[src/rtl/kof_input_pkg.sv]
// Shared definitions for the keyboard input path: action indices, the
// action-to-HID-keycode map and the reserved HID codes.
package kof_input_pkg;

    typedef enum logic [3:0] {
        P1_LEFT      = 4'd0,
        P1_RIGHT     = 4'd1,
        P1_ATTACK    = 4'd2,
        P1_DEFENSE   = 4'd3,
        P2_LEFT      = 4'd4,
        P2_RIGHT     = 4'd5,
        P2_ATTACK    = 4'd6,
        P2_DEFENSE   = 4'd7,
        GAME_START   = 4'd8,
        GAME_RESTART = 4'd9
    } action_t;

    localparam int KEYMAP_LEN = 10;

    localparam logic [7:0] KC_NONE     = 8'h00;
    localparam logic [7:0] KC_ROLLOVER = 8'h01;

    // Entry 0 is the rightmost element; START and RESTART share the space bar.
    localparam logic [KEYMAP_LEN-1:0][7:0] KEYMAP = {
        8'h2C, 8'h2C, 8'h51, 8'h52, 8'h4F,
        8'h50, 8'h16, 8'h1A, 8'h07, 8'h04
    };

    // Actions beyond the map decode to KC_NONE, which never matches.
    function automatic logic [7:0] keymap_code(input int idx);
        logic [7:0] code;
        if ((idx >= 0) && (idx < KEYMAP_LEN)) begin
            code = KEYMAP[idx[3:0]];
        end else begin
            code = KC_NONE;
        end
        return code;
    endfunction

endpackage

[src/rtl/key_action_channel.sv]
// One action lane: tick-based debounce of the raw match, registered
// press/release edges and auto-repeat pulse generation.
module key_action_channel
    import kof_input_pkg::*;
#(
    parameter int DEBOUNCE_TICKS = 2,
    parameter int REPEAT_DELAY   = 30,
    parameter int REPEAT_RATE    = 6
) (
    input  logic clk,
    input  logic rst_n,
    input  logic tick,
    input  logic raw,
    output logic held,
    output logic held_nxt,
    output logic pressed,
    output logic released,
    output logic repeat_pulse
);

    localparam int CNT_W  = $clog2(DEBOUNCE_TICKS + 1);
    localparam int RCNT_W = $clog2(REPEAT_DELAY + REPEAT_RATE + 1);

    localparam logic [CNT_W-1:0]  DB_C    = CNT_W'(DEBOUNCE_TICKS);
    localparam logic [RCNT_W-1:0] DELAY_C = RCNT_W'(REPEAT_DELAY);
    // Reaching DELAY+RATE folds back to DELAY, so the window repeats forever.
    localparam logic [RCNT_W-1:0] WRAP_C  = RCNT_W'(REPEAT_DELAY + REPEAT_RATE);

    logic [CNT_W-1:0]  cnt_q, cnt_d, cnt_inc_s;
    logic [RCNT_W-1:0] rcnt_q, rcnt_d, rcnt_inc_s;
    logic              held_q, held_d;
    logic              pressed_q, pressed_d;
    logic              released_q, released_d;
    logic              repeat_q, repeat_d;

    assign cnt_inc_s  = cnt_q + CNT_W'(1);
    assign rcnt_inc_s = rcnt_q + RCNT_W'(1);

    // Debounce: a mismatch must survive DEBOUNCE_TICKS ticks before held follows raw.
    always_comb begin
        cnt_d      = cnt_q;
        held_d     = held_q;
        pressed_d  = 1'b0;
        released_d = 1'b0;
        if (tick && (raw != held_q)) begin
            if (cnt_inc_s >= DB_C) begin
                held_d     = raw;
                cnt_d      = '0;
                pressed_d  = raw;
                released_d = ~raw;
            end else begin
                cnt_d = cnt_inc_s;
            end
        end else if (tick) begin
            cnt_d = '0;
        end else begin
            cnt_d = cnt_q;
        end
    end

    // Auto-repeat: counts ticks while held; press and release both restart it.
    always_comb begin
        rcnt_d   = rcnt_q;
        repeat_d = 1'b0;
        if (!held_d || pressed_d) begin
            rcnt_d = '0;
        end else if (!tick) begin
            rcnt_d = rcnt_q;
        end else if (REPEAT_RATE == 0) begin
            if (rcnt_q < DELAY_C) begin
                rcnt_d = rcnt_inc_s;
            end else begin
                rcnt_d = rcnt_q;
            end
        end else if (rcnt_inc_s == WRAP_C) begin
            rcnt_d   = DELAY_C;
            repeat_d = 1'b1;
        end else begin
            rcnt_d   = rcnt_inc_s;
            repeat_d = (rcnt_inc_s == DELAY_C);
        end
    end

    // Lane state and registered pulse outputs.
    always_ff @(posedge clk or negedge rst_n) begin
        if (!rst_n) begin
            cnt_q      <= '0;
            rcnt_q     <= '0;
            held_q     <= 1'b0;
            pressed_q  <= 1'b0;
            released_q <= 1'b0;
            repeat_q   <= 1'b0;
        end else begin
            cnt_q      <= cnt_d;
            rcnt_q     <= rcnt_d;
            held_q     <= held_d;
            pressed_q  <= pressed_d;
            released_q <= released_d;
            repeat_q   <= repeat_d;
        end
    end

    assign held         = held_q;
    assign held_nxt     = held_d;
    assign pressed      = pressed_q;
    assign released     = released_q;
    assign repeat_pulse = repeat_q;

endmodule

[src/rtl/key_action_decoder.sv]
// Keycode-slot to game-action decoder: registers the HID slots, matches them
// against the key map and feeds one debounce/repeat lane per action.
module key_action_decoder
    import kof_input_pkg::*;
#(
    parameter int NUM_SLOTS      = 6,
    parameter int NUM_ACTIONS    = 10,
    parameter int DEBOUNCE_TICKS = 2,
    parameter int REPEAT_DELAY   = 30,
    parameter int REPEAT_RATE    = 6
) (
    input  logic                   Clk,
    input  logic                   Reset_n,
    input  logic [8*NUM_SLOTS-1:0] keycodes,
    input  logic                   tick,
    input  logic                   enable,
    output logic [NUM_ACTIONS-1:0] held,
    output logic [NUM_ACTIONS-1:0] pressed,
    output logic [NUM_ACTIONS-1:0] released,
    output logic [NUM_ACTIONS-1:0] repeat_pulse,
    output logic                   any_held
);

    logic [8*NUM_SLOTS-1:0] kc_q, kc_d;
    logic [NUM_ACTIONS-1:0] raw_q, raw_d;
    logic [NUM_ACTIONS-1:0] match_s;
    logic [NUM_ACTIONS-1:0] held_nxt_s;
    logic [NUM_SLOTS-1:0]   roll_hit_s;
    logic                   rollover_s;
    logic                   any_held_q, any_held_d;

    for (genvar s = 0; s < NUM_SLOTS; s++) begin : g_roll
        assign roll_hit_s[s] = (kc_q[8*s +: 8] == KC_ROLLOVER);
    end
    assign rollover_s = |roll_hit_s;

    for (genvar a = 0; a < NUM_ACTIONS; a++) begin : g_match
        localparam logic [7:0] CODE = keymap_code(a);
        logic [NUM_SLOTS-1:0] slot_hit_s;
        for (genvar s = 0; s < NUM_SLOTS; s++) begin : g_slot
            assign slot_hit_s[s] = (CODE != KC_NONE) && (kc_q[8*s +: 8] == CODE);
        end
        assign match_s[a] = |slot_hit_s;
    end

    // Raw match: an ErrorRollOver report carries no key state, so keep the last one.
    always_comb begin
        kc_d       = keycodes;
        any_held_d = |held_nxt_s;
        if (!enable) begin
            raw_d = '0;
        end else if (rollover_s) begin
            raw_d = raw_q;
        end else begin
            raw_d = match_s;
        end
    end

    // Input capture and summary flag.
    always_ff @(posedge Clk or negedge Reset_n) begin
        if (!Reset_n) begin
            kc_q       <= '0;
            raw_q      <= '0;
            any_held_q <= 1'b0;
        end else begin
            kc_q       <= kc_d;
            raw_q      <= raw_d;
            any_held_q <= any_held_d;
        end
    end

    for (genvar a = 0; a < NUM_ACTIONS; a++) begin : g_chan
        key_action_channel #(
            .DEBOUNCE_TICKS (DEBOUNCE_TICKS),
            .REPEAT_DELAY   (REPEAT_DELAY),
            .REPEAT_RATE    (REPEAT_RATE)
        ) u_chan (
            .clk          (Clk),
            .rst_n        (Reset_n),
            .tick         (tick),
            .raw          (raw_q[a]),
            .held         (held[a]),
            .held_nxt     (held_nxt_s[a]),
            .pressed      (pressed[a]),
            .released     (released[a]),
            .repeat_pulse (repeat_pulse[a])
        );
    end

    assign any_held = any_held_q;

endmodule

[config.mk]
export PLATFORM = sky130hd
export DESIGN_NAME = key_action_decoder
export DESIGN_NICKNAME = d
export VERILOG_FILES = /design/src/rtl/kof_input_pkg.sv /design/src/rtl/key_action_channel.sv /design/src/rtl/key_action_decoder.sv
export SDC_FILE = /design/constraint.sdc
export NUM_CORES = 1
export LEC_CHECK = 0
export ABC_AREA = 1
export BUFFER_PORTS_ARGS = -buffer_cell sky130_fd_sc_hd__buf_2
export CORE_AREA = 2 2 163 117
export CTS_BUF_LIST = sky130_fd_sc_hd__clkbuf_4
export DETAILED_ROUTE_END_ITERATION = 12
export DIE_AREA = 0 0 165 119
export GPL_ROUTABILITY_DRIVEN = 0
export PLACE_DENSITY = 0.74
export SYNTH_ARGS = -nofsm -noshare
export SYNTH_HDL_FRONTEND = slang
export SYNTH_HIERARCHICAL = 1
export SYNTH_SLANG_ARGS = --single-unit
[constraint.sdc]
create_clock -name Clk -period 1.9 [get_ports Clk]
set_input_delay 0.285 -clock Clk [delete_from_list [all_inputs] [get_ports Clk]]
set_output_delay 0.285 -clock Clk [all_outputs]
set_load 0.02 [all_outputs]
### Word level (Yosys, flattened, before mapping)

Index checks and enable logic that the tools add are counted.

| word-level totals | value |
|---|---|
| bits in registers | 179 |
| output and inout port bits | 41 |

| cells by class | value |
|---|---|
| add/sub/neg operators | 20 |
| $lt $le $gt $ge | 10 |
| equal/unequal tests | 91 |
| muxes and demuxes | 143 |
| bitwise operators | 10 |
| reduce and logical (&&, ||, !) cells | 61 |

Operators by type and width:

| operator | number |
|---|---|
| $eq A8 B7 Y1 const B | 24 |
| $mux W6 | 30 |
| $eq A8 B3 Y1 const B | 12 |
| $eq A8 B5 Y1 const B | 12 |
| $mux W1 | 90 |
| $add A6 B1 Y6 const B | 10 |
| $eq A6 B5 Y1 const B | 10 |
| $eq A6 B6 Y1 const B | 10 |
| $reduce_or A6 Y1 | 10 |
| $eq A8 B1 Y1 const B | 6 |
| $eq A8 B6 Y1 const B | 6 |
| $mux W2 | 21 |
| $reduce_bool A2 Y1 | 20 |
| $add A2 B1 Y2 const B | 10 |
| $ge A2 B2 Y1 const B | 10 |
| $mux W10 | 2 |
| $logic_and A1 B1 Y1 | 10 |
| $logic_not A1 Y1 | 10 |
| $logic_or A1 B1 Y1 | 10 |
| $ne A1 B1 Y1 | 10 |
| $not A1 Y1 | 10 |
| $reduce_or A10 Y1 | 1 |
| $ne A2 B2 Y1 const B | 1 |

### Depth between registers and ports, before layout

Gate-level depths: netlist of the first run.

| depth | value |
|---|---|
| word-level depth | 7 |
| depth in mapped cells | 9 |
| gate-level depth less buffers | 9 |

### Hierarchy

Netlist of the first run, hierarchy kept.

By module, submodules not included:

| module | times used | cells an instance | area each (um2) | seq. area each (um2) |
|---|---|---|---|---|
| key_action_channel (g_chan[0].u_chan ...) | 9 | 87 | 674.4 | 300.3 |
| key_action_decoder | 1 | 441 | 3,027.9 | 1,451.4 |
| key_action_channel (g_chan[9].u_chan) | 1 | 81 | 678.2 | 300.3 |

### Worst setup path before layout of the first run

OpenSTA, ideal clock, no wires.

| timing | value |
|---|---|
| path type | register to register |
| start point | register g_chan[3].u_chan.held_q |
| end point | register any_held_q, in the netlist any_held |
| setup time | 136 ps |
| data arrival time | 1,419 ps |
| setup slack | 346 ps |
| cell stages (with the launch flop) | 8 |
| buffers on the path | 1 |
| clock period less this slack | 1,554 ps |
| path through | dfrtp_1 > buf_4 > xor2_1 > nand2_1 > nor2_1 > o21ai_1 > nor4_1 > nand3_1 |

| between the ends | value |
|---|---|
| cells in the longest elaborated chain, start to end | 4 |
| elaborated cells between the ends (all ways) | 5 |
| classes of those cells | eq/ne: 1; mux: 2; reduce/logical: 2 |

RTL lines:

| item | line | source |
|---|---|---|
| start, declared | key_action_channel.sv:31 | `logic held_q, held_d;` |
| start signal, assigned | key_action_channel.sv:96 | `held_q <= held_d;` |
| $ne A1 B1 Y1 | key_action_channel.sv:45 | `if (tick && (raw != held_q)) begin` |
| $logic_and A1 B1 Y1 | key_action_channel.sv:45 |  |
| $mux W1 * | key_action_channel.sv:45 |  |
| via held_nxt_s[3] | key_action_decoder.sv:27 | `logic [NUM_ACTIONS-1:0] held_nxt_s;` |
| $reduce_or A10 Y1 * | key_action_decoder.sv:49 | `any_held_d = \|held_nxt_s;` |
| via any_held_d | key_action_decoder.sv:30 | `logic any_held_q, any_held_d;` |
| end signal, assigned | key_action_decoder.sv:68 | `any_held_q <= any_held_d;` |
| end, declared | key_action_decoder.sv:30 |  |

Mark *: on every way through the listed nets, which the timed path passes. The rest lies on a longest branch.
A chain may end at the register's enable or synchronous reset.

### Worst setup path in the final report of the first run

| timing | value |
|---|---|
| start point | register g_chan[8].u_chan.held_q |
| end point | output held[8] |

RTL lines:

| item | line | source |
|---|---|---|
| start, declared | key_action_channel.sv:31 |  |
| start signal, assigned | key_action_channel.sv:96 |  |
| end, declared | key_action_decoder.sv:17 | `output logic [NUM_ACTIONS-1:0] held,` |

No word-level cell between the ends.

==> results.md, run 1 <==
- Die area: 0.0196 mm2
- Outcome: finished clean
- WP data required: 1.62 ns
- Via density: 4.89
- Yosys top cell by area: dfrtp_1
- Post-route insts no fill: 1722
- Max stage delay cell, worst path: dfrtp_1
- Die Width: 165 um
- Slew margin rel.: 0.674
- Top cells by area, synth: dfrtp_1 (46%), nand2_1 (15%), inv_1 (7.9%), nor2_1 (7.0%), nand3_1 (6.2%)
- CTS Buffer Depth: 2
- Row Count: 42
- Clock skew: 0.0207 ns
- Area Overhead vs Synth: 15.8%
- Startpoint types: flip-flop
- CTS Buf Count: 17
- Largest stage delay on the critical path: 0.59 ns
- Cell Count Post-Placement: 1641
- CP Capture Type: primary output
- GRT Util Overall: 0.235
- Synth warnings: 6
- DRT Wirelength: 21.2 mm
- Insertion delay to the later sink of the worst-skew pair: 0.59 ns
- Met2 Resource Use GR: 0.354
- Multi-input logic area: 0.00421 mm2
- DRC Markers: 0
- Minimum clock period: 1.74 ns
- WP buf/inv: 1
- Die Y-Extent: 119 um
- Achievable clock frequency: 575 MHz
- Clock transition at path regs: 0.15 ns
- Critical-path maximum fanout: 10
- Largest net degree at the start of global routing: 48
- CP Cell Sequence: buf_2
- Sequential Area: 0.00446 mm2
- Hold Vio Cnt, Final: 0
- Critical Path Source: g_chan[8].u_chan/held$_DFF_PN0_
- Synth cell types: 30
- Syn Nets: 1387
- Vias in the first global route: 7788
- Initial Utilization: 0.533
- # H-tree levels: 4
- Crit path DAT: 1.45 ns
- Leak Pwr: 6.11 nW
- Port bufs: 92
- Cells after Synth: 1305
- Initial DRC Count: 717
- Global route hottest layer: met2
- Layout net count: 1549
- Endpoints failing setup: 0
- TritonCTS Sinks: 178
- Setup CP Type: flip-flop to primary output
- Final Max Tran Viols: 0
- Seq cells post-synth: 178
- Fill count: 1597
- Setup TNS: 0 ns
- Clock root buffer: clkbuf_4
- Slew @ Worst Pin: 0.488 ns
- Ports: 93
- N_diodes: 0
- Worst Hold Class: primary input to flip-flop
- Global-route wire length before repair: 36.7 mm
- Worst r2r dst: any_held$_DFF_PN0_
- RSZ-0062 raised after global routing: no
- Met3 Resource Use GR: 0.0467
- Critical Path End: held[8]
- Number of detailed-route iterations in the first pass: 5
- Pwr Density: 733 mW/mm2
- Ratio of cells with drive above 1 in the final layout: 0.150
- Mean area per synthesized cell: 7.49 um2
- Max-Cap Viols: 0
- Met1 Track Usage GR: 0.350
- Detailed placement HPWL: 15.5 mm
- Levels on crit path: 1
- Wire per inst: 12.3 um
- Post-Synthesis Cell Area: 0.00978 mm2
- Post-synthesis sequential area ratio: 0.456
- Synth top area share: 0.456
- Worst R2R Setup Slack: 0.26 ns
- Via count: 8420
- TritonCTS clock tree: yes
- R2R depth: 6
- Initial antenna violation count: 0
- Antenna Nets Post-Route: 0
- Worst ir drop on vdd: 412 uV
- Final worst-path cycle share: 0.915
- Core area: 0.0183 mm2
- RR Startpoint: g_chan[8].u_chan/held$_DFF_PN0_
- Global route overflow: 0
- Largest delay share family, worst path: flip-flops
## routing by layer
| layer | part of all wire | up-vias |
|---|---|---|
| met4 | 0.011 | 0 |
| met5 | 0 | - |
| met1 | 0.50 | 3839 |
| li1 | - | 4341 |
| met3 | 0.054 | 21 |
| met2 | 0.43 | 219 |
## cells in the final DEF, fill, tap and decap left out, types with 6 or more instances in the layout
cell           netlist  routed
nor2_1             182     182
dlygate4sd3_1        0      49
xor2_1              10      10
dfrtp_1            178     177
nand4_1             11      11
nand3_1            122     122
clkinvlp_4           0       6
ha_1                30      30
buf_2                0      91
inv_2               20      20
nand2_2             19      19
buf_4               10      10
o21ai_1             41      41
nand3b_1             9       9
o211ai_1            10      10
nand2_1            384     384
nor4_1              11      11
a21oi_1              9       9
clkbuf_4             0      17
nand3_2             14      14
nor2_2              14      14
bufinv_8            10      10
inv_1              205     205
## metrics by stage
step	util	worst slack, ns	total power [mW]	hold slack [ns]	instance area [um2]
2_1_floorplan	-	0.346	5.80	-0.0106	9780
6_report	0.617	0.162	8.29	0.118	11300
3_3_place_gp	0.578	0.250	6.33	0.265	10600
5_1_grt	0.617	0.00586	8.87	0.0720	11300
4_1_cts	0.617	0.116	8.37	0.0648	11300
3_5_place_dp	0.578	0.177	6.39	0.260	10600
## power by group
part           total (mW)  switching [mW]  leakage [nW]  internal [mW]
logic                1.93            1.13          3.64          0.801
clock network        1.90            1.38         0.114          0.521
registers            4.46           0.375          2.35           4.09
## registers in the layout (all words and copies together), names as in the netlist
register	count
g_chan.u_chan/rcnt_q	60
kc_q	48
g_chan.u_chan/cnt_q	20
g_chan.u_chan/held	10
g_chan.u_chan/pressed	10
g_chan.u_chan/released	10
g_chan.u_chan/repeat_pulse	10
raw_q	9
any_held	1
## worst min-delay path by stage
stage                  from                                     end  cells past startpoint
floorplan           Reset_n                      any_held$_DFF_PN0_                      0
global placement    Reset_n   g_chan[4].u_chan/cnt_q[1]$_DFFE_PN0P_                      1
detailed placement  Reset_n  g_chan[4].u_chan/rcnt_q[1]$_DFFE_PN0P_                      1
CTS                  enable                    raw_q[8]$_DFFE_PN0P_                      3
global route           tick   g_chan[5].u_chan/cnt_q[1]$_DFFE_PN0P_                      2
finish                 tick   g_chan[5].u_chan/cnt_q[1]$_DFFE_PN0P_                      2
## logic make-up (layout without fill, tap and decap cells)
group	count (synthesis)	after routing	share of synthesized area
AND/OR/NAND/NOR	775	775	0.345
buffers and inverters	246	421	0.113
flip-flops	178	178	0.456
AO/OA/AOI/OAI	66	66	0.0387
adder cells (fa/ha/maj)	30	30	0.0384
XOR/XNOR	10	10	0.00896
## synth_stat cells (all sizes together)
master  count
nor4       11
nand3b      9
a21oi      11
buf        10
dfrtp     178
xor2       10
clkbuf      1
nand2     404
nor3        4
nand4      11
inv       225
o21ai      45
bufinv     10
nor2      199
or2         1
nand3     136
o211ai     10
ha         30
## what timing repair did
item | in CTS | in global routing
setup endpoints to repair | 0 | 1
resized for setup | 0 | 1
hold endpoints to repair | 175 | 0
hold buffers | 49 | 0
buffers inserted | 0 | 0
## area by class of cell
class | instances | share of cell area
sequential | 178 | 0.394
inverter | 235 | 0.0901
clock buffer | 17 | 0.0113
tap | 242 | 0.0267
clock inverter | 15 | 0.00962
timing repair buffer | 154 | 0.0965
multi-input combinational | 881 | 0.372
Note: power is estimated with default switching activity, not from simulation.
==> run 2, diff against run 1 <==
--- a/config.mk
+++ b/config.mk
@@ -11,8 +11,7 @@
 export CTS_BUF_LIST = sky130_fd_sc_hd__clkbuf_4
 export DETAILED_ROUTE_END_ITERATION = 12
 export DIE_AREA = 0 0 165 119
-export GPL_ROUTABILITY_DRIVEN = 0
-export PLACE_DENSITY = 0.74
+export PLACE_DENSITY = 0.81
 export SYNTH_ARGS = -nofsm -noshare
 export SYNTH_HDL_FRONTEND = slang
 export SYNTH_HIERARCHICAL = 1
==> results.md, run 2 (same netlist as run 1, synthesis figures left out) <==
- Max-Cap Viols: 0 (unchanged)
- Switching share of power: 0.329 (-0.0188)
- Worst r2r dst: any_held$_DFF_PN0_
- Leak Pwr: 6.12 nW (+0.30%)
- Top reg by flops: g_chan.u_chan/rcnt_q
- Via density: 4.95 (+1.3%)
- DRT Wirelength: 21.6 mm (+1.7%)
- Worst Hold Class: primary input to flip-flop
- Antenna Nets Post-Route: 0 (unchanged)
- Cell Count Post-Placement: 1638 (-0.18%)
- Row Count: 42 (unchanged)
- Ports: 93 (unchanged)
- Minimum clock period: 1.74 ns (+0.0000350 ns)
- Setup ws final: 0.162 ns (-0.0000350 ns)
- Layout net count: 1546 (-0.19%)
- Detailed placement HPWL: 15.8 mm (+2.1%)
- Initial Utilization: 0.533 (unchanged)
- Insertion delay to the later sink of the worst-skew pair: 0.58 ns (about the same)
- Max reg flops: 60 (unchanged)
- Hold Vio Cnt, Final: 0 (unchanged)
- Post-route insts no fill: 1719 (-0.17%)
- RR Startpoint: g_chan[6].u_chan/held$_DFF_PN0_
- N_diodes: 0 (unchanged)
- Combinational group share of total power: 0.221 (-0.012)
- Slew @ Worst Pin: 0.424 ns (-0.0641 ns)
- Largest net degree at the start of global routing: 49 (+2.1%)
- Crit path DAT: 2.19 ns (+0.74 ns)
- Outcome: finished clean
- TritonCTS Sinks: 178 (unchanged)
- Startpoint types: flip-flop
- CTS Buffer Depth: 2 (unchanged)
- Wire per inst: 12.6 um (+1.9%)
- Initial DRC Count: 742 (+3.5%)
- # H-tree levels: 4 (unchanged)
- Setup TNS: 0 ns (unchanged)
- Setup WS pre-CTS: 0.277 ns (+0.100 ns)
- DRC Markers: 0 (unchanged)
- Slew margin rel.: 0.717 (+0.0428)
- End of the worst hold path: g_chan[6].u_chan/cnt_q[1]$_DFFE_PN0P_
- RSZ-0062 raised after global routing: no
- Psw: 2.78 mW (-3.7%)
- Clock skew: 0.0230 ns (+0.00233 ns)
- GRT Util Overall: 0.232 (-0.00324)
- Final worst-path cycle share: 0.915 (about the same)
- Critical-path maximum fanout: 10 (unchanged)
- Die Y-Extent: 119 um (unchanged)
- Sequential power share: 0.534 (-0.004)
- TritonCTS clock tree: yes
- Via count: 8515 (+1.1%)
- Setup CP Type: flip-flop to flip-flop
- Hold path depth: 2 (unchanged)
- Vias in the first global route: 8040 (+3.2%)
- Hold path start: tick
- Core area: 0.0183 mm2 (unchanged)
- Worst R2R Setup Slack: 0.16 ns (-0.10 ns)
- Postcts setup bufs: 0 (unchanged)
- CTS Buf Count: 17 (unchanged)
- Worst ir drop on vdd: 463 uV (+12%)
- Die area: 0.0196 mm2 (unchanged)
- Clock root buffer: clkbuf_4
- CP Capture Type: flip-flop
- Port bufs: 92 (unchanged)
- R2R depth: 6 (unchanged)
- Global route overflow: 0 (unchanged)
- Registers with the most flip-flops: g_chan.u_chan/rcnt_q (60), kc_q (48), g_chan.u_chan/cnt_q (20)
- Commonest non-fill, non-tap cells in the layout: nand2_1 (384), inv_1 (205), nor2_1 (182), dfrtp_1 (177), nand3_1 (122)
- Global-route wire length before repair: 36.7 mm (about the same)
- Clock share of power: 0.245 (+0.016)
- Post-DP Area: 0.0106 mm2 (-0.21%)
- Initial antenna violation count: 0 (unchanged)
- Die Width: 165 um (unchanged)
- Endpoints failing setup: 0 (unchanged)
- Number of detailed-route iterations in the first pass: 6 (+1)
- Area Overhead vs Synth: 15.9% (about the same)
- Ratio of cells with drive above 1 in the final layout: 0.148 (-0.00173)
- Pwr Density: 746 mW/mm2 (+1.8%)
- Routability Congestion: 0.904
- Post-route cell area: 0.0113 mm2 (about the same)
- Achievable clock frequency: 575 MHz (about the same)
- WP data required: 2.35 ns (+0.73 ns)
- Final Power: 8.45 mW (+1.8%)
- Clock transition at path regs: 0.13 ns (-0.02 ns)
- Final Max Tran Viols: 0 (unchanged)
- Leading cell type in the layout, fill and taps excluded: nand2_1
- P_int: 5.67 mW (+4.8%)
-- run 2: cell count changes in the layout (fill, tap and decap cells not counted), sizes merged --
cell and delta:
inv -4, clkinv +3, clkbuf +3, clkinvlp -4, bufinv +2, buf -3
-- run 2: worst max-delay path: stages (launching register included) --
cell and delay [ns]:
dfrtp_1 0.58, xor2_1 0.23, nand2_1 0.08, nor2_1 0.20, o21ai_1 0.11, nor4_1 0.31, nand3_1 0.11
-- run 2: power groups by stage --
stage	clock [mW]	sequential, mW	combinational, mW
final	2.07	4.51	1.86
after global routing	2.30	4.56	2.09
after CTS	2.13	4.50	1.86
after detailed placement	0	4.57	1.78
after global placement	0	4.56	1.73
after floorplan	0	4.49	1.32
-- run 2: layout make-up --
class,count,area [um2]
fillers,1531,7010
well taps,242,303
multi-input cells,881,4210
flip-flops and latches,178,4460
clock inverters,12,116
repair buffers,151,1070
inverters,235,1020
clock buffers,20,150
-- run 2: per-stage QoR --
step | hold slack (ns) | util
floorplan | -0.0106 | -
global placement | 0.173 | 0.576
detailed placement | 0.173 | 0.576
CTS | 0.0399 | 0.618
global route | 0.0796 | 0.618
finish | 0.0761 | 0.618
-- run 2: worst max path at each step --
stage                                               start                 end  slack [ns]  cells after the start
after global routing      g_chan[5].u_chan/held$_DFF_PN0_  any_held$_DFF_PN0_        0.08                      6
after CTS                 g_chan[1].u_chan/held$_DFF_PN0_             held[1]        0.18                      1
after floorplan           g_chan[3].u_chan/held$_DFF_PN0_  any_held$_DFF_PN0_        0.35                      7
after detailed placement                             tick  any_held$_DFF_PN0_        0.28                      7
final                     g_chan[6].u_chan/held$_DFF_PN0_  any_held$_DFF_PN0_        0.16                      6
after global placement                               tick  any_held$_DFF_PN0_        0.30                      7
-- run 2: repair_timing --
action / 4_1_cts / 5_1_grt
hold buffers: 49 / 0
gates resized for setup: 0 / 1
endpoints found under the setup margin: 0 / 1
endpoints found under the hold margin: 226 / 0
-- run 2: routing by layer --
layer,part of all wire,GRT usage
met1,0.48,0.340
met2,0.45,0.360
met3,0.057,0.0446
met4,0.0097,0.0522
met5,0,0
==> run 3, diff against run 2 <==
--- a/config.mk
+++ b/config.mk
@@ -5,12 +5,11 @@
 export SDC_FILE = /design/constraint.sdc
 export NUM_CORES = 1
 export LEC_CHECK = 0
-export ABC_AREA = 1
 export BUFFER_PORTS_ARGS = -buffer_cell sky130_fd_sc_hd__buf_2
-export CORE_AREA = 2 2 163 117
+export CORE_AREA = 2 2 161 116
 export CTS_BUF_LIST = sky130_fd_sc_hd__clkbuf_4
 export DETAILED_ROUTE_END_ITERATION = 12
-export DIE_AREA = 0 0 165 119
+export DIE_AREA = 0 0 163 118
 export PLACE_DENSITY = 0.81
 export SYNTH_ARGS = -nofsm -noshare
 export SYNTH_HDL_FRONTEND = slang
==> results.md, run 3 <==
- Met3 WL post-DR: 1.03 mm (-16%)
- Leading cell type in the layout, fill and taps excluded: dfrtp_1
- Crit path DAT: 2.42 ns (+0.23 ns)
- Ratio of cells with drive above 1 in the final layout: 0.205 (+0.0571)
- Die Y-Extent: 118 um (-0.84%)
- Syn Nets: 1030 (-26%)
- Vias in the first global route: 7388 (-8.1%)
- Via density: 5.65 (+14%)
- CTS Buffer Depth: 2 (unchanged)
- Hold path start: enable
- Max reg flops: 60 (unchanged)
- Worst R2R Setup Slack: -0.01 ns (-0.18 ns)
- Setup ws final: -0.0148 ns (-0.177 ns)
- Post-route cell area: 0.0111 mm2 (-1.9%)
- DRT Wirelength: 21.2 mm (-1.9%)
- DR top layer: met4
- GRT Util Overall: 0.232 (-0.000389)
- Top cells by area, synth: dfrtp_1 (47%), ha_1 (3.9%), nand2_1 (3.8%), nand3_1 (2.9%), nor4b_4 (2.2%)
- Minimum clock period: 1.91 ns (+0.177 ns)
- Detailed placement HPWL: 14.8 mm (-6.8%)
- CTS Buf Count: 17 (unchanged)
- Via count: 7688 (-9.7%)
- Die area: 0.0192 mm2 (-2.0%)
- Hold path depth: 3 (+1)
- DRT met1 WL: 10.3 mm (-1.2%)
- Critical-path maximum fanout: 3 (-7)
- Initial DRC Count: 664 (-11%)
- Worst ir drop on vdd: 412 uV (-11%)
- Outcome: complete, but fails checks
- Failing checks: negative setup slack
- Slew @ Worst Pin: 0.648 ns (+0.223 ns)
- Setup WS pre-CTS: -0.119 ns (-0.396 ns)
- Ports: 93 (unchanged)
- Setup CP Type: flip-flop to flip-flop
- N_diodes: 0 (unchanged)
- Antenna Nets Post-Route: 0 (unchanged)
- RR Startpoint: kc_q[23]$_DFF_PN0_
- Hold Vio Cnt, Final: 0 (unchanged)
- Synth warnings: 6 (unchanged)
- Endpoints failing setup: 1 (+1)
- DRC Markers: 0 (unchanged)
- Cells after Synth: 948 (-27%)
- R2R depth: 5 (-1)
- Post-synth EDFFs: 0 (unchanged)
- Async S/R FF share, synth: 1.00 (unchanged)
- Final Power: 6.49 mW (-23%)
- Final worst-path cycle share: 1.01 (+0.0930)
- Post-synthesis sequential area ratio: 0.465 (+0.00959)
- Post-DP Area: 0.0103 mm2 (-2.1%)
- Most frequent cell after synthesis: dfrtp_1
- Clock skew: 0.0157 ns (-0.00731 ns)
- # H-tree levels: 4 (unchanged)
- Registers with the most flip-flops: g_chan.u_chan/rcnt_q (60), kc_q (48), g_chan.u_chan/cnt_q (20)
- Insertion delay to the later sink of the worst-skew pair: 0.59 ns (about the same)
- Hold slack: 0.0473 ns (-0.0288 ns)
- Core area: 0.0177 mm2 (-3.5%)
- Global-route wire length before repair: 36.0 mm (-1.9%)
- TritonCTS clock tree: yes
- Clock transition at path regs: 0.13 ns (about the same)
- Startpoint types: flip-flop
- Seq cells post-synth: 178 (unchanged)
- Max-Cap Viols: 0 (unchanged)
- Routability Congestion: 0.888 (-1.7%)
- Achievable clock frequency: 522 MHz (-9.2%)
- Mean area per synthesized cell: 10.1 um2 (+35%)
- Routed met2 length: 9.52 mm (-2.0%)
- Row Count: 41 (-2.4%)
- Largest net degree at the start of global routing: 71 (+45%)
- Post-Synthesis Cell Area: 0.00957 mm2 (-2.1%)
- Worst Hold Class: primary input to flip-flop
- Wire per inst: 15.6 um (+24%)
- Initial antenna violation count: 0 (unchanged)
- End of the worst hold path: raw_q[0]$_DFFE_PN0P_
- Yosys top cell by area: dfrtp_1
- Die Width: 163 um (-1.2%)
- Global route overflow: 0 (unchanged)
- Synth cell types: 60 (+100%)
- Leak Pwr: 5.00 nW (-18%)
- TritonCTS Sinks: 178 (unchanged)
- Port bufs: 92 (unchanged)
- CP Capture Type: flip-flop
- Final Max Tran Viols: 0 (unchanged)
- Top FF cell, synth: dfrtp_1
- Pwr Density: 584 mW/mm2 (-22%)
- Area Overhead vs Synth: 16.0%
- Number of detailed-route iterations in the first pass: 5 (-1)
- Slew margin rel.: 0.562 (-0.155)
- WP data required: 2.40 ns (+0.05 ns)
- RSZ-0062 raised after global routing: yes
- Worst r2r dst: raw_q[4]$_DFFE_PN0P_
- Top reg by flops: g_chan.u_chan/rcnt_q
- Layout net count: 1194 (-23%)
- Synth cell count leaders: dfrtp_1 (178), nand2_1 (96), nand3_1 (56), inv_1 (53), nor2_1 (52)
- Clock root buffer: clkbuf_4
- Commonest non-fill, non-tap cells in the layout: dfrtp_1 (178), nand2_1 (96), buf_2 (91), nand3_1 (55), inv_1 (53)
- Initial Utilization: 0.541 (+0.00795)
- Synth top area share: 0.465 (+0.00959)
[run 3: changes by cell type after synthesis, sizes merged, moves of 21 or more]
| cell | change |
|---|---|
| a21o | +28 |
| a21oi | +21 |
| inv | -163 |
| nand2 | -298 |
| nand3 | -80 |
| nor2 | -138 |
| nor2b | +34 |
| nor3 | +22 |
| nor3b | +23 |
| nor4b | +23 |
| o22ai | +21 |
[run 3: per-stage QoR]
step,util,std cells,setup TNS (ns)
after floorplan,-,948,0
after global placement,0.584,1278,-0.674
after detailed placement,0.584,1278,-0.972
after CTS,0.624,1359,0
after global routing,0.628,1361,-0.434
final,0.628,1361,-0.0148
[run 3: cell type report]
type / count / area [um2]
fillers: 1404 / 6590
repair buffers: 164 / 1150
well taps: 236 / 295
multi-input cells: 689 / 4760
clock buffers: 18 / 135
flip-flops and latches: 178 / 4450
inverters: 62 / 233
clock inverters: 14 / 73.8
[run 3: power by group]
part,switching [mW],total [mW],internal [mW]
clock network,1.26,1.76,0.496
logic,0.383,0.710,0.327
registers,0.125,4.02,3.89
total,1.77,6.49,4.72
[run 3: worst max-delay path: stages, from the launching register on]
cell,delay [ns]
dfrtp_1,0.41
nand2b_1,0.19
or3b_2,0.50
o311ai_0,0.49
nor2_1,0.10
o22ai_1,0.15
[run 3: cells by family (layout without fill, tap and decap cells)]
group,after synthesis,in the layout,synth area share
AO/OA/AOI/OAI,204,204,0.149
XOR/XNOR,20,20,0.0183
adder cells (fa/ha/maj),30,30,0.0392
buffers and inverters,82,258,0.0435
flip-flops,178,178,0.465
multiplexers,19,19,0.0212
AND/OR/NAND/NOR,415,416,0.263
[run 3: how the worst max path moves through the flow]
| stage | slack, ns | startpoint | to | depth (start not counted) |
|---|---|---|---|---|
| 2_1_floorplan | 0.05 | kc_q[1]$_DFF_PN0_ | raw_q[0]$_DFFE_PN0P_ | 6 |
| 3_5_place_dp | -0.12 | kc_q[17]$_DFF_PN0_ | raw_q[1]$_DFFE_PN0P_ | 5 |
| 6_report | -0.01 | kc_q[23]$_DFF_PN0_ | raw_q[4]$_DFFE_PN0P_ | 5 |
| 4_1_cts | 0.0003 | kc_q[21]$_DFF_PN0_ | raw_q[5]$_DFFE_PN0P_ | 5 |
| 3_3_place_gp | -0.08 | kc_q[17]$_DFF_PN0_ | raw_q[8]$_DFFE_PN0P_ | 5 |
| 5_1_grt | -0.09 | kc_q[23]$_DFF_PN0_ | raw_q[4]$_DFFE_PN0P_ | 5 |
[run 3: repair_timing]
action | CTS | global route
setup endpoints to repair | 9 | 10
cloned | 0 | 1
hold buffers | 49 | 0
buffers inserted | 0 | 1
pin swaps | 0 | 2
endpoints found under the hold margin | 226 | 0
gates resized for setup | 1 | 9
[run 3: metal layers]
metal / GRT usage / up-vias
li1: - / 3771
met1: 0.336 / 3696
met2: 0.350 / 195
met3: 0.0504 / 26
met4: 0.0664 / 0
met5: 0 / -
